[src/rtl/multi_chan_counter_pkg.sv]
// Shared definitions for the multi-channel event counter bank:
// reset divisor defaults and the per-channel action encoding.
package multi_chan_counter_pkg;

   localparam int DIV_RST_CH0   = 0;
   localparam int DIV_RST_CH1   = 3;
   localparam int DIV_RST_OTHER = 0;

   typedef enum logic [1:0] {
      ACT_NONE,
      ACT_CLR,
      ACT_DIVWR,
      ACT_EN
   } action_t;

   // Reset divisor for a given channel index; ch0 counts every enable,
   // ch1 every fourth, matching the older two-output counter.
   function automatic int reset_div(input int ch);
      if (ch == 0) begin
         return DIV_RST_CH0;
      end else if (ch == 1) begin
         return DIV_RST_CH1;
      end
      return DIV_RST_OTHER;
   endfunction

endpackage

[src/rtl/multi_chan_counter_channel.sv]
// One counter channel: prescaled enable, wrap/saturate counter,
// sticky overflow flag and registered one-cycle tick.
module multi_chan_counter_channel
   import multi_chan_counter_pkg::*;
#(
   parameter int                 WIDTH   = 64,
   parameter int                 PRESC_W = 8,
   parameter logic [PRESC_W-1:0] DIV_RST = '0
) (
   input  logic               clk,
   input  logic               rst_n,
   input  logic               sel_hit,
   input  logic               clr,
   input  logic               div_we,
   input  logic [PRESC_W-1:0] div_val,
   input  logic               en,
   input  logic               sat_mode,
   output logic [WIDTH-1:0]   count,
   output logic               tick,
   output logic               ovf
);

   logic [PRESC_W-1:0] pre;
   logic [PRESC_W-1:0] div;

   action_t            act;
   logic [WIDTH-1:0]   count_n;
   logic [PRESC_W-1:0] pre_n;
   logic [PRESC_W-1:0] div_n;
   logic               ovf_n;
   logic               tick_n;

   // Pick the single highest-priority action for this channel, then derive next state
   always_comb begin
      act     = ACT_NONE;
      count_n = count;
      pre_n   = pre;
      div_n   = div;
      ovf_n   = ovf;
      tick_n  = 1'b0;

      if (sel_hit) begin
         if (clr) begin
            act = ACT_CLR;
         end else if (div_we) begin
            act = ACT_DIVWR;
         end else if (en) begin
            act = ACT_EN;
         end
      end

      case (act)
         ACT_CLR: begin
            count_n = '0;
            pre_n   = '0;
            ovf_n   = 1'b0;
         end
         ACT_DIVWR: begin
            div_n = div_val;
            pre_n = '0;
         end
         ACT_EN: begin
            if (pre == div) begin
               pre_n  = '0;
               tick_n = 1'b1;
               if (count != '1) begin
                  count_n = count + WIDTH'(1);
               end else begin
                  ovf_n = 1'b1;
                  if (!sat_mode) begin
                     count_n = '0;
                  end
               end
            end else begin
               pre_n = pre + PRESC_W'(1);
            end
         end
         default: begin
         end
      endcase
   end

   // Channel state register; reset restores this channel's default divisor
   always_ff @(posedge clk or negedge rst_n) begin
      if (!rst_n) begin
         count <= '0;
         pre   <= '0;
         div   <= DIV_RST;
         ovf   <= 1'b0;
         tick  <= 1'b0;
      end else begin
         count <= count_n;
         pre   <= pre_n;
         div   <= div_n;
         ovf   <= ovf_n;
         tick  <= tick_n;
      end
   end

endmodule

[src/rtl/multi_chan_counter.sv]
// Bank of CHANNELS independent event counters; one channel is addressed
// per cycle by Slt, outputs are flattened per channel.
module multi_chan_counter
   import multi_chan_counter_pkg::*;
#(
   parameter int CHANNELS = 4,
   parameter int WIDTH    = 64,
   parameter int PRESC_W  = 8,
   parameter int SEL_W    = $clog2(CHANNELS)
) (
   input  logic                      Clk,
   input  logic                      Reset_n,
   input  logic                      En,
   input  logic [SEL_W-1:0]          Slt,
   input  logic                      Clr,
   input  logic                      Div_we,
   input  logic [PRESC_W-1:0]        Div_val,
   input  logic                      Sat_mode,
   output logic [CHANNELS*WIDTH-1:0] Count,
   output logic [CHANNELS-1:0]       Tick,
   output logic [CHANNELS-1:0]       Overflow
);

   logic [CHANNELS-1:0] sel_hit;

   for (genvar c = 0; c < CHANNELS; c++) begin : g_chan
      logic [WIDTH-1:0] count_w;

      // An out-of-range Slt matches no channel, so the request is dropped
      assign sel_hit[c] = (Slt == SEL_W'(c));

      multi_chan_counter_channel #(
         .WIDTH   (WIDTH),
         .PRESC_W (PRESC_W),
         .DIV_RST (PRESC_W'(reset_div(c)))
      ) u_chan (
         .clk      (Clk),
         .rst_n    (Reset_n),
         .sel_hit  (sel_hit[c]),
         .clr      (Clr),
         .div_we   (Div_we),
         .div_val  (Div_val),
         .en       (En),
         .sat_mode (Sat_mode),
         .count    (count_w),
         .tick     (Tick[c]),
         .ovf      (Overflow[c])
      );

      assign Count[c*WIDTH +: WIDTH] = count_w;
   end

endmodule

[config.mk]
export PLATFORM = sky130hd
export DESIGN_NAME = multi_chan_counter
export DESIGN_NICKNAME = d
export VERILOG_FILES = /design/src/rtl/multi_chan_counter_pkg.sv /design/src/rtl/multi_chan_counter_channel.sv /design/src/rtl/multi_chan_counter.sv
export SDC_FILE = /design/constraint.sdc
export NUM_CORES = 1
export LEC_CHECK = 0
export CORE_UTILIZATION = 50
export CTS_BUF_LIST = sky130_fd_sc_hd__clkbuf_16
export CTS_CLUSTER_SIZE = 20
export DETAILED_ROUTE_END_ITERATION = 10
export HOLD_SLACK_MARGIN = 0.08
export MAX_ROUTING_LAYER = met4
export PLACE_DENSITY = 0.74
export SLEW_MARGIN = 20
export SYNTH_ARGS = -nofsm -noshare
export SYNTH_HDL_FRONTEND = slang
export SYNTH_HIERARCHICAL = 1
export SYNTH_SLANG_ARGS = --single-unit
[constraint.sdc]
create_clock -name Clk -period 4.75 [get_ports Clk]
set_input_delay 0.7125 -clock Clk [delete_from_list [all_inputs] [get_ports Clk]]
set_output_delay 0.7125 -clock Clk [all_outputs]
set_load 0.05 [all_outputs]
# ---- After elaboration in Yosys (flattened, before gate mapping)
# Index checks and enable logic that the tools add are counted.
dict set report op_classes {
  n_addsub 8
  n_eq_ne 35
  muxes 48
  reduce_logical 21
}
# op n
set op_table {}
lappend op_table {{two-way mux 64 bit} 9}
lappend op_table {{case mux 64 bit (2 select lines)} 4}
lappend op_table {{adder 64 x 1 -> 64 bit (second input constant)} 4}
lappend op_table {{inequality test 64 bit (second input constant)} 4}
lappend op_table {{case mux 8 bit (2 select lines)} 4}
lappend op_table {{adder 8 x 1 -> 8 bit (second input constant)} 4}
lappend op_table {{equality test 8 bit} 4}
lappend op_table {{two-way mux 8 bit} 4}
lappend op_table {{AND reduction 3 bit} 8}
lappend op_table {{equality test 2 bit (second input constant)} 10}
lappend op_table {{two-way mux 1 bit} 16}
lappend op_table {{nonzero test 2 bit} 8}
lappend op_table {{two-way mux 2 bit} 7}
lappend op_table {{inequality test 3 x 2 -> 1 bit (second input constant)} 4}
lappend op_table {{equality test 2 x 1 -> 1 bit (second input constant)} 5}
lappend op_table {{inequality test 2 x 1 -> 1 bit (second input constant)} 4}
lappend op_table {{inequality test 2 bit (second input constant)} 4}
lappend op_table {{case mux 1 bit (2 select lines)} 4}
lappend op_table {{OR reduction 2 bit} 4}
lappend op_table {{logical NOT 2 bit} 1}
dict set report word_totals {
  ff_bits 328
  out_inout_bits 264
  elab_cells 132
}

# ---- Depth between registers and ports, before layout
# Gate-level depths: netlist (run 1).
dict set report logic_depth {
  word_depth 7
  mapped_depth 11
  mapped_depth_nobuf 9
}

# ---- Cells and area by module
# Netlist (run 1), hierarchy kept.
# module instances cells_each area_per_inst_um2
set modules_own_cells {}
lappend modules_own_cells {{multi_chan_counter_channel at g_chan[0].u_chan ...} 2 584 4879.7}
lappend modules_own_cells {{multi_chan_counter_channel at g_chan[3].u_chan} 1 611 5097.4}
lappend modules_own_cells {{multi_chan_counter_channel at g_chan[1].u_chan} 1 519 4565.6}
lappend modules_own_cells {multi_chan_counter 1 4 26.3}

# ---- Worst setup path before layout (run 1)
# OpenSTA, ideal clock, no wires.
dict set report synth_timing {
  path_type {flip-flop to flip-flop}
  start {reg g_chan[3].u_chan.count[23]}
  end {reg g_chan[3].u_chan.count[36]}
  setup_ps 146
  arrival_time_ps 2823
  path_slack_ps 1781
  path_stages_with_launch 11
  n_path_buf 3
  period_less_slack_ps 2969
  path_cell_list {dfrtp_1 > buf_2 > nand4_1 > or2_2 > buf_2 > or4_1 > buf_4 > o41ai_4 > a31oi_1 > o21ai_1 > o31ai_1}
}
dict set report synth_between {
  elab_chain_len 4
  elab_cells_between_ends 7
  cone_classes {add/sub: 1; eq/ne: 2; mux: 3; reduce/logical: 1}
}
# element line_no
set synth_rtl {}
lappend synth_rtl {{from (decl)} multi_chan_counter_channel.sv:18} ;# output logic [WIDTH-1:0] count,
lappend synth_rtl {{from (signal assigned)} multi_chan_counter_channel.sv:92} ;# count <= count_n;
lappend synth_rtl {{adder 64 x 1 -> 64 bit or inequality test 64 bit (tied branches)} {multi_chan_counter_channel.sv:67, multi_chan_counter_channel.sv:66}}
lappend synth_rtl {{two-way mux 64 bit} multi_chan_counter_channel.sv:66} ;# if (count != '1) begin
lappend synth_rtl {{two-way mux 64 bit} multi_chan_counter_channel.sv:63} ;# if (pre == div) begin
lappend synth_rtl {{case mux 64 bit (2 select lines)} multi_chan_counter_channel.sv:52} ;# case (act)
# Parallel ways exist; a longest one is shown, timed or not. The select of a mux whose other input is x is not followed.
# A chain may end at the register's enable or synchronous reset.

# ---- Worst setup path after layout (run 1)
dict set report layout_timing {
  start {reg g_chan[0].u_chan.count[0]}
  end {reg g_chan[0].u_chan.count[20]}
}
dict set report layout_between {
  elab_chain_len 4
  elab_cells_between_ends 7
  cone_classes {add/sub: 1; eq/ne: 2; mux: 3; reduce/logical: 1}
}
# element line_no
set layout_rtl {}
lappend layout_rtl {{from (decl)} multi_chan_counter_channel.sv:18}
lappend layout_rtl {{from (signal assigned)} multi_chan_counter_channel.sv:92}
lappend layout_rtl {{adder 64 x 1 -> 64 bit or inequality test 64 bit (tied branches)} {multi_chan_counter_channel.sv:67, multi_chan_counter_channel.sv:66}}
lappend layout_rtl {{two-way mux 64 bit} multi_chan_counter_channel.sv:66}
lappend layout_rtl {{two-way mux 64 bit} multi_chan_counter_channel.sv:63}
lappend layout_rtl {{case mux 64 bit (2 select lines)} multi_chan_counter_channel.sv:52}
# Parallel ways exist; a longest one is shown, timed or not. The select of a mux whose other input is x is not followed.

==> results of run 1 <==
-- final cells by class --
cell class                      count  area [um2]
Timing Repair Buffer              316        3130
Tap cell                          511         639
Inverter                           32         120
Clock buffer                       41        1030
Antenna cell                        3        7.51
Sequential cell                   328        8210
Clock inverter                     30         338
Fill cell                        3307       13800
Multi-Input combinational cell   1836       10700
-- power groups by stage --
stage / logic, W / clock network, W / registers [W]
3_5_place_dp: 0.000370 / 0 / 0.00297
6_report: 0.000371 / 0.00323 / 0.00292
2_1_floorplan: 0.000205 / 0 / 0.00297
5_1_grt: 0.000407 / 0.00339 / 0.00293
4_1_cts: 0.000372 / 0.00328 / 0.00292
3_3_place_gp: 0.000360 / 0 / 0.00297
-- critical path: cells and delay by family (launching register included) --
family / cells / cell delay (ns)
DFF: 1 / 0.43
and+or+nand+nor: 4 / 1.70
buffers and inverters: 1 / 0.35
adders and majority gates: 1 / 0.24
AOI/OAI and AO/OA: 3 / 0.91
-- per-layer routing --
metal / wire, um / vias to the layer above
met5: 0 / -
met4: 1520 / 0
met3: 5470 / 131
met2: 29500 / 1045
met1: 27900 / 9814
li1: - / 9232
-- cells in the mapped netlist (all sizes together) (12+ instances only) --
cell type / instances
dfrtp: 326
nand2: 276
and3: 61
or3: 24
nor3: 76
buf: 48
inv: 32
a21o: 12
o21ai: 325
nand2b: 22
o211ai: 16
nand4: 96
or4: 18
o311ai: 17
o31ai: 34
a41oi: 18
a21oi: 131
xnor2: 32
nand3: 167
a31oi: 94
nor4: 60
clkbuf: 58
nor2: 154
and4: 16
and2: 29
mux2: 33
o41ai: 15
-- sequential cells by signal, summed over array words and instances (netlist names) --
name / cells
g_chan.u_chan/pre: 32
g_chan.u_chan/ovf: 4
g_chan.u_chan/tick: 4
g_chan.u_chan/div: 32
g_chan.u_chan/count: 256
-- metrics by stage --
stage               std cells  hold slack [ns]  utilization [%]  setup WS, ns  instance area, um2
detailed placement       3023            0.492             60.0         0.897               22700
global placement         3023            0.491             59.9         0.971               22700
global route             3097            0.145             63.6         0.793               24100
CTS                      3094            0.139             63.6          1.09               24100
floorplan                2302            0.417                -          1.78               19400
finish                   3097            0.113             63.6         0.988               24100
-- path summary, 6_finish.rpt --
path | start | end | cells past startpoint
max | g_chan[0].u_chan/count[0]$_DFFE_PN0P_ | g_chan[0].u_chan/count[20]$_DFFE_PN0P_ | 9
min | Reset_n | g_chan[1].u_chan/count[18]$_DFFE_PN0P_ | 1
max reg2reg | g_chan[0].u_chan/count[0]$_DFFE_PN0P_ | g_chan[0].u_chan/count[20]$_DFFE_PN0P_ | 9
min reg2reg | g_chan[1].u_chan/ovf$_DFFE_PN0P_ | g_chan[1].u_chan/ovf$_DFFE_PN0P_ | 1
max in group asynchronous | Reset_n | g_chan[0].u_chan/count[15]$_DFFE_PN0P_ | 2
min in group Clk | g_chan[1].u_chan/ovf$_DFFE_PN0P_ | g_chan[1].u_chan/ovf$_DFFE_PN0P_ | 1
-- placed cells by master (no fill, tap or decap), drive strengths merged, types with 60 or more instances in the layout --
cell type	netlist	final
and3	61	61
dfrtp	326	326
nor4	60	60
nand2	276	276
a31oi	94	94
a21oi	131	131
clkdlybuf4s50	0	278
nor2	154	154
nand4	96	96
nand3	167	167
nor3	76	76
o21ai	325	325
-- cells by family (layout without fill, tap and decap cells) --
group           after synthesis  in the layout  share of synthesized area [%]
other cells                   0              3                              0
simple gates               1050           1050                           28.5
mux                          38             38                           2.17
xor+xnor                     36             36                           1.62
buf+inv                     138            419                           3.34
flops                       328            328                           42.2
compound gates              704            704                           21.7
fa+ha+maj                     8              8                          0.515
==> flow_summary.json, run 1 <==
{
  "use_met2_pct": 50.0,
  "fmax_ghz": 0.266,
  "first_global_vias": 18808,
  "critical_path.max_stage_delay_ns": 0.73,
  "io_buffers": 279,
  "critPathKind": "reg2reg",
  "finalPower_w": 0.00653,
  "cp.required_ns": 5.20,
  "slew_headroom_pct": 27.4,
  "num_rows": 71,
  "dieArea_mm2": 0.0397,
  "cp_max_fo": 26,
  "vias_per_cell": 6.53,
  "wirelength_um": 64300,
  "grt_overflow": 0,
  "yosys-top-cells-area": "dfrtp_1 (42%), o21ai_0 (6.2%), nand2_1 (5.3%)",
  "vdd_ir_drop_max_v": 0.000252,
  "worstPathCellList": "ha_1 > nand3_1 > nor4_2 > nand4_4 > or3_1 > o21ai_4 > buf_4 > o21ai_1 > o31ai_1",
  "run_status": "complete, no violations",
  "start_util_pct": 51.3,
  "grt_pass1_wl_um": 103000,
  "antenna_found_initial": 3,
  "numCtsBuffers": 39,
  "hold_class": "in2async",
  "first_iter_violations": 2027,
  "area_delta_synth_final_pct": 24.0,
  "max-cap-violations": 0,
  "drc_errors": 0,
  "syn_nets": 2326,
  "place_hpwl_um": 44200,
  "gr-usage-met3_pct": 5.38,
  "root_buffer": "clkbuf_16",
  "nets": 2577,
  "switchingPower_w": 0.00153,
  "gp_congestion": 0.970,
  "grtUsageMet1_pct": 46.0,
  "syn_area_mm2": 0.0194,
  "post_cts_buffers": 0,
  "yosys_warnings": 6,
  "setup_viol": 0,
  "clock-sinks": 328,
  "grt_max_degree": 103,
  "path_clk_slew_ns": 0.06,
  "fin_crit_ns": 3.76,
  "grt_usage_pct": 33.2,
  "power_frac_clock_pct": 49.5,
  "fin_setup_tns_ns": 0,
  "fin_crit_sh_pct": 79.2,
  "cts_tree": "done",
  "core-area_mm2": 0.0379,
  "yosys.area.top_type_share_pct": 41.9,
  "busiest_layer": "met2",
  "critPathArrivalTime_ns": 4.21,
  "post_drt_wl_per_cell_um": 20.8,
  "internal-power_w": 0.00500,
  "clkLatencyLatePin_ns": 0.56,
  "critPathLaunchType": "register",
  "worstMarginPinSlew_ns": 1.08,
  "rsz0062_at_grt": "false",
  "first_pass_iters": 6,
  "end_kind": "register",
  "rrSetupSlack_ns": 0.99,
  "p_leak_nw": 9.15,
  "die_h_um": 199,
  "vias": 20222,
  "cts_resized": 0,
  "power_switching_share_pct": 23.4,
  "pwr-share-seq_pct": 44.8,
  "ys_ff_latch": 328,
  "skew_ns": 0.0160,
  "hold_viol": 0,
  "synth_area_per_cell_um2": 8.45,
  "ios": 280,
  "ant_nets": 0,
  "synth_top_area_cell": "dfrtp_1",
  "drive_above_1_share_pct": 7.32,
  "combPwrFrac_pct": 5.7,
  "slowest_stage": "o21ai_4",
  "synthArstFlopShare_pct": 100,
  "synth_edf_count": 0,
  "yosys.cell_types.count": 79,
  "synth_cells": 2302,
  "seq_area_frac_synth_pct": 42.2,
  "die_w_um": 199,
  "cellPowerDensity_mw_per_mm2": 271,
  "htree_levels": 2,
  "maxSlewViolCount": 0,
  "clock_path_buffers": 3,
  "ctsHoldBuffers": 0,
  "yosys_most_used_dff": "dfrtp_1"
}
(Power assumes the default switching activity.)
==> run 2: changes to the inputs <==
==> constraint.sdc (replaced) <==
create_clock -name Clk -period 3.9 [get_ports Clk]
set_input_delay 0.585 -clock Clk [delete_from_list [all_inputs] [get_ports Clk]]
set_output_delay 0.585 -clock Clk [all_outputs]
set_load 0.05 [all_outputs]
==> run 2 against run 1 <==
  * Via count grew 0.20%
  * Final cell count grew 0.71%
  * Hold slack lost 0.039 ns
  * Register-to-register slack lost 0.54 ns
  * Die area is the same
  * Critical path depth shrank 2
  * Critical path type unchanged
==> flow_summary.json, run 2 (synthesis results as in run 1) <==
{
  "ctsHoldBuffers": 0,
  "crit_cells": 7,
  "fmax_ghz": 0.290,
  "cp.required_ns": 4.38,
  "worstPathCellList": "ha_1 > nand3_1 > nor4_1 > or4b_1 > o21a_1 > buf_12 > a31oi_1",
  "final_common_cell": "dfrtp_1",
  "fin_crit_sh_pct": 88.5,
  "vdd_ir_drop_max_v": 0.000231,
  "root_buffer": "clkbuf_16",
  "cts_resized": 0,
  "r2r_start": "g_chan[1].u_chan/count[0]$_DFFE_PN0P_",
  "layout_common_cells": "dfrtp_1 (326), clkdlybuf4s50_1 (278), nand2_1 (276)",
  "rsz0062_at_grt": "false",
  "area_delta_synth_final_pct": 24.0,
  "dieArea_mm2": 0.0397,
  "grt_pass1_wl_um": 102000,
  "setup_viol": 0,
  "reg2reg_depth": 7,
  "path_clk_slew_ns": 0.06,
  "start_util_pct": 51.3,
  "hold_class": "in2async",
  "multi_input_area_mm2": 0.0106,
  "nFillCells": 3249,
  "cts_tree": "done",
  "gp_congestion": 0.984,
  "grt_overflow": 0,
  "drc_errors": 0,
  "num_rows": 71,
  "maxSlewViolCount": 0,
  "nets": 2603,
  "hold_viol": 0,
  "worstMarginPinSlew_ns": 1.09,
  "finalPower_w": 0.00742,
  "reg_top3": "g_chan.u_chan/count: 256 flops, g_chan.u_chan/div: 32 flops, g_chan.u_chan/pre: 32 flops",
  "die_w_um": 199,
  "post_cts_buffers": 0,
  "grt_usage_pct": 33.1,
  "die_h_um": 199,
  "first_iter_violations": 1876,
  "clock-sinks": 328,
  "max-cap-violations": 0,
  "grt_max_degree": 110,
  "place_hpwl_um": 44300,
  "rrSetupSlack_ns": 0.45,
  "ios": 280,
  "end_kind": "register",
  "crit_family": "simple AND/OR/NAND/NOR gates",
  "skew_ns": 0.0121,
  "slew_headroom_pct": 26.5,
  "fin_setup_tns_ns": 0,
  "critPathArrivalTime_ns": 3.93,
  "wirelength_um": 64200,
  "regArea_mm2": 0.00821,
  "drive_above_1_share_pct": 7.75,
  "p_leak_nw": 9.21,
  "htree_levels": 2,
  "slowest_stage": "nor4_1",
  "core-area_mm2": 0.0379,
  "first_pass_iters": 6,
  "largest_reg_flops": 256,
  "clock_path_buffers": 3,
  "first_global_vias": 18764,
  "io_buffers": 279,
  "finish.utilization_pct": 63.6,
  "antenna_found_initial": 3,
  "post_drt_wl_per_cell_um": 20.6,
  "run_status": "complete, no violations",
  "numCtsBuffers": 38,
  "ant_nets": 0,
  "fin_crit_ns": 3.45,
  "clkLatencyLatePin_ns": 0.56,
  "critical_path.max_stage_delay_ns": 0.73,
  "vias_per_cell": 6.50,
  "top_register": "g_chan.u_chan/count",
  "critPathLaunchType": "register",
  "cellPowerDensity_mw_per_mm2": 308,
  "critPathKind": "reg2reg",
  "vias": 20262,
  "cp_max_fo": 32,
  "reg2reg_to": "g_chan[1].u_chan/count[22]$_DFFE_PN0P_",
  "crit_buf_inv": 1
}
run 2: worst reg2reg max path, stage by stage (launching register included):
cell and delay, ns:
dfrtp_1 0.47, ha_1 0.25, nand3_1 0.23, nor4_1 0.73, or4b_1 0.65, o21a_1 0.52
buf_12 0.31, a31oi_1 0.21
run 2: final cells by class:
type | count | share of cell area, %
clock inverters | 25 | 0.508
flip-flops and latches | 328 | 34.0
inverters | 32 | 0.498
multi-input cells | 1836 | 44.1
diodes | 3 | 0.0311
well taps | 511 | 2.65
clock buffers | 41 | 4.25
repair buffers | 343 | 13.9
run 2: power breakdown:
group | internal (W) | switching [W]
logic | 0.000183 | 0.000280
clock network | 0.00194 | 0.00145
registers | 0.00349 | 0.0000710
run 2: worst max path at each step:
stage / from / end
3_3_place_gp: Slt[0] / g_chan[1].u_chan/count[43]$_DFFE_PN0P_
3_5_place_dp: Slt[0] / g_chan[1].u_chan/count[43]$_DFFE_PN0P_
5_1_grt: g_chan[1].u_chan/count[0]$_DFFE_PN0P_ / g_chan[1].u_chan/count[22]$_DFFE_PN0P_
2_1_floorplan: g_chan[3].u_chan/count[23]$_DFFE_PN0P_ / g_chan[3].u_chan/count[36]$_DFFE_PN0P_
4_1_cts: g_chan[1].u_chan/count[0]$_DFFE_PN0P_ / g_chan[1].u_chan/count[45]$_DFFE_PN0P_
6_report: g_chan[1].u_chan/count[0]$_DFFE_PN0P_ / g_chan[1].u_chan/count[22]$_DFFE_PN0P_
run 2: routing by layer:
| metal | vias up | wire length (um) | GRT usage [%] | share of wire [%] |
|---|---|---|---|---|
| li1 | 9244 | - | - | - |
| met1 | 9805 | 27500 | 45.6 | 43 |
| met2 | 1079 | 29200 | 50.1 | 45 |
| met5 | - | 0 | - | 0 |
| met4 | 0 | 1730 | 11.1 | 2.7 |
| met3 | 134 | 5790 | 4.88 | 9.0 |
run 2: through the flow:
step           instances  cell area, um2  setup WS [ns]  hold slack, ns
2_1_floorplan       2302           19400          0.931           0.289
3_3_place_gp        3050           23000          0.583           0.485
3_5_place_dp        3050           23000          0.468           0.492
4_1_cts             3116           24100          0.515           0.122
5_1_grt             3119           24100          0.242           0.145
6_report            3119           24100          0.448          0.0735
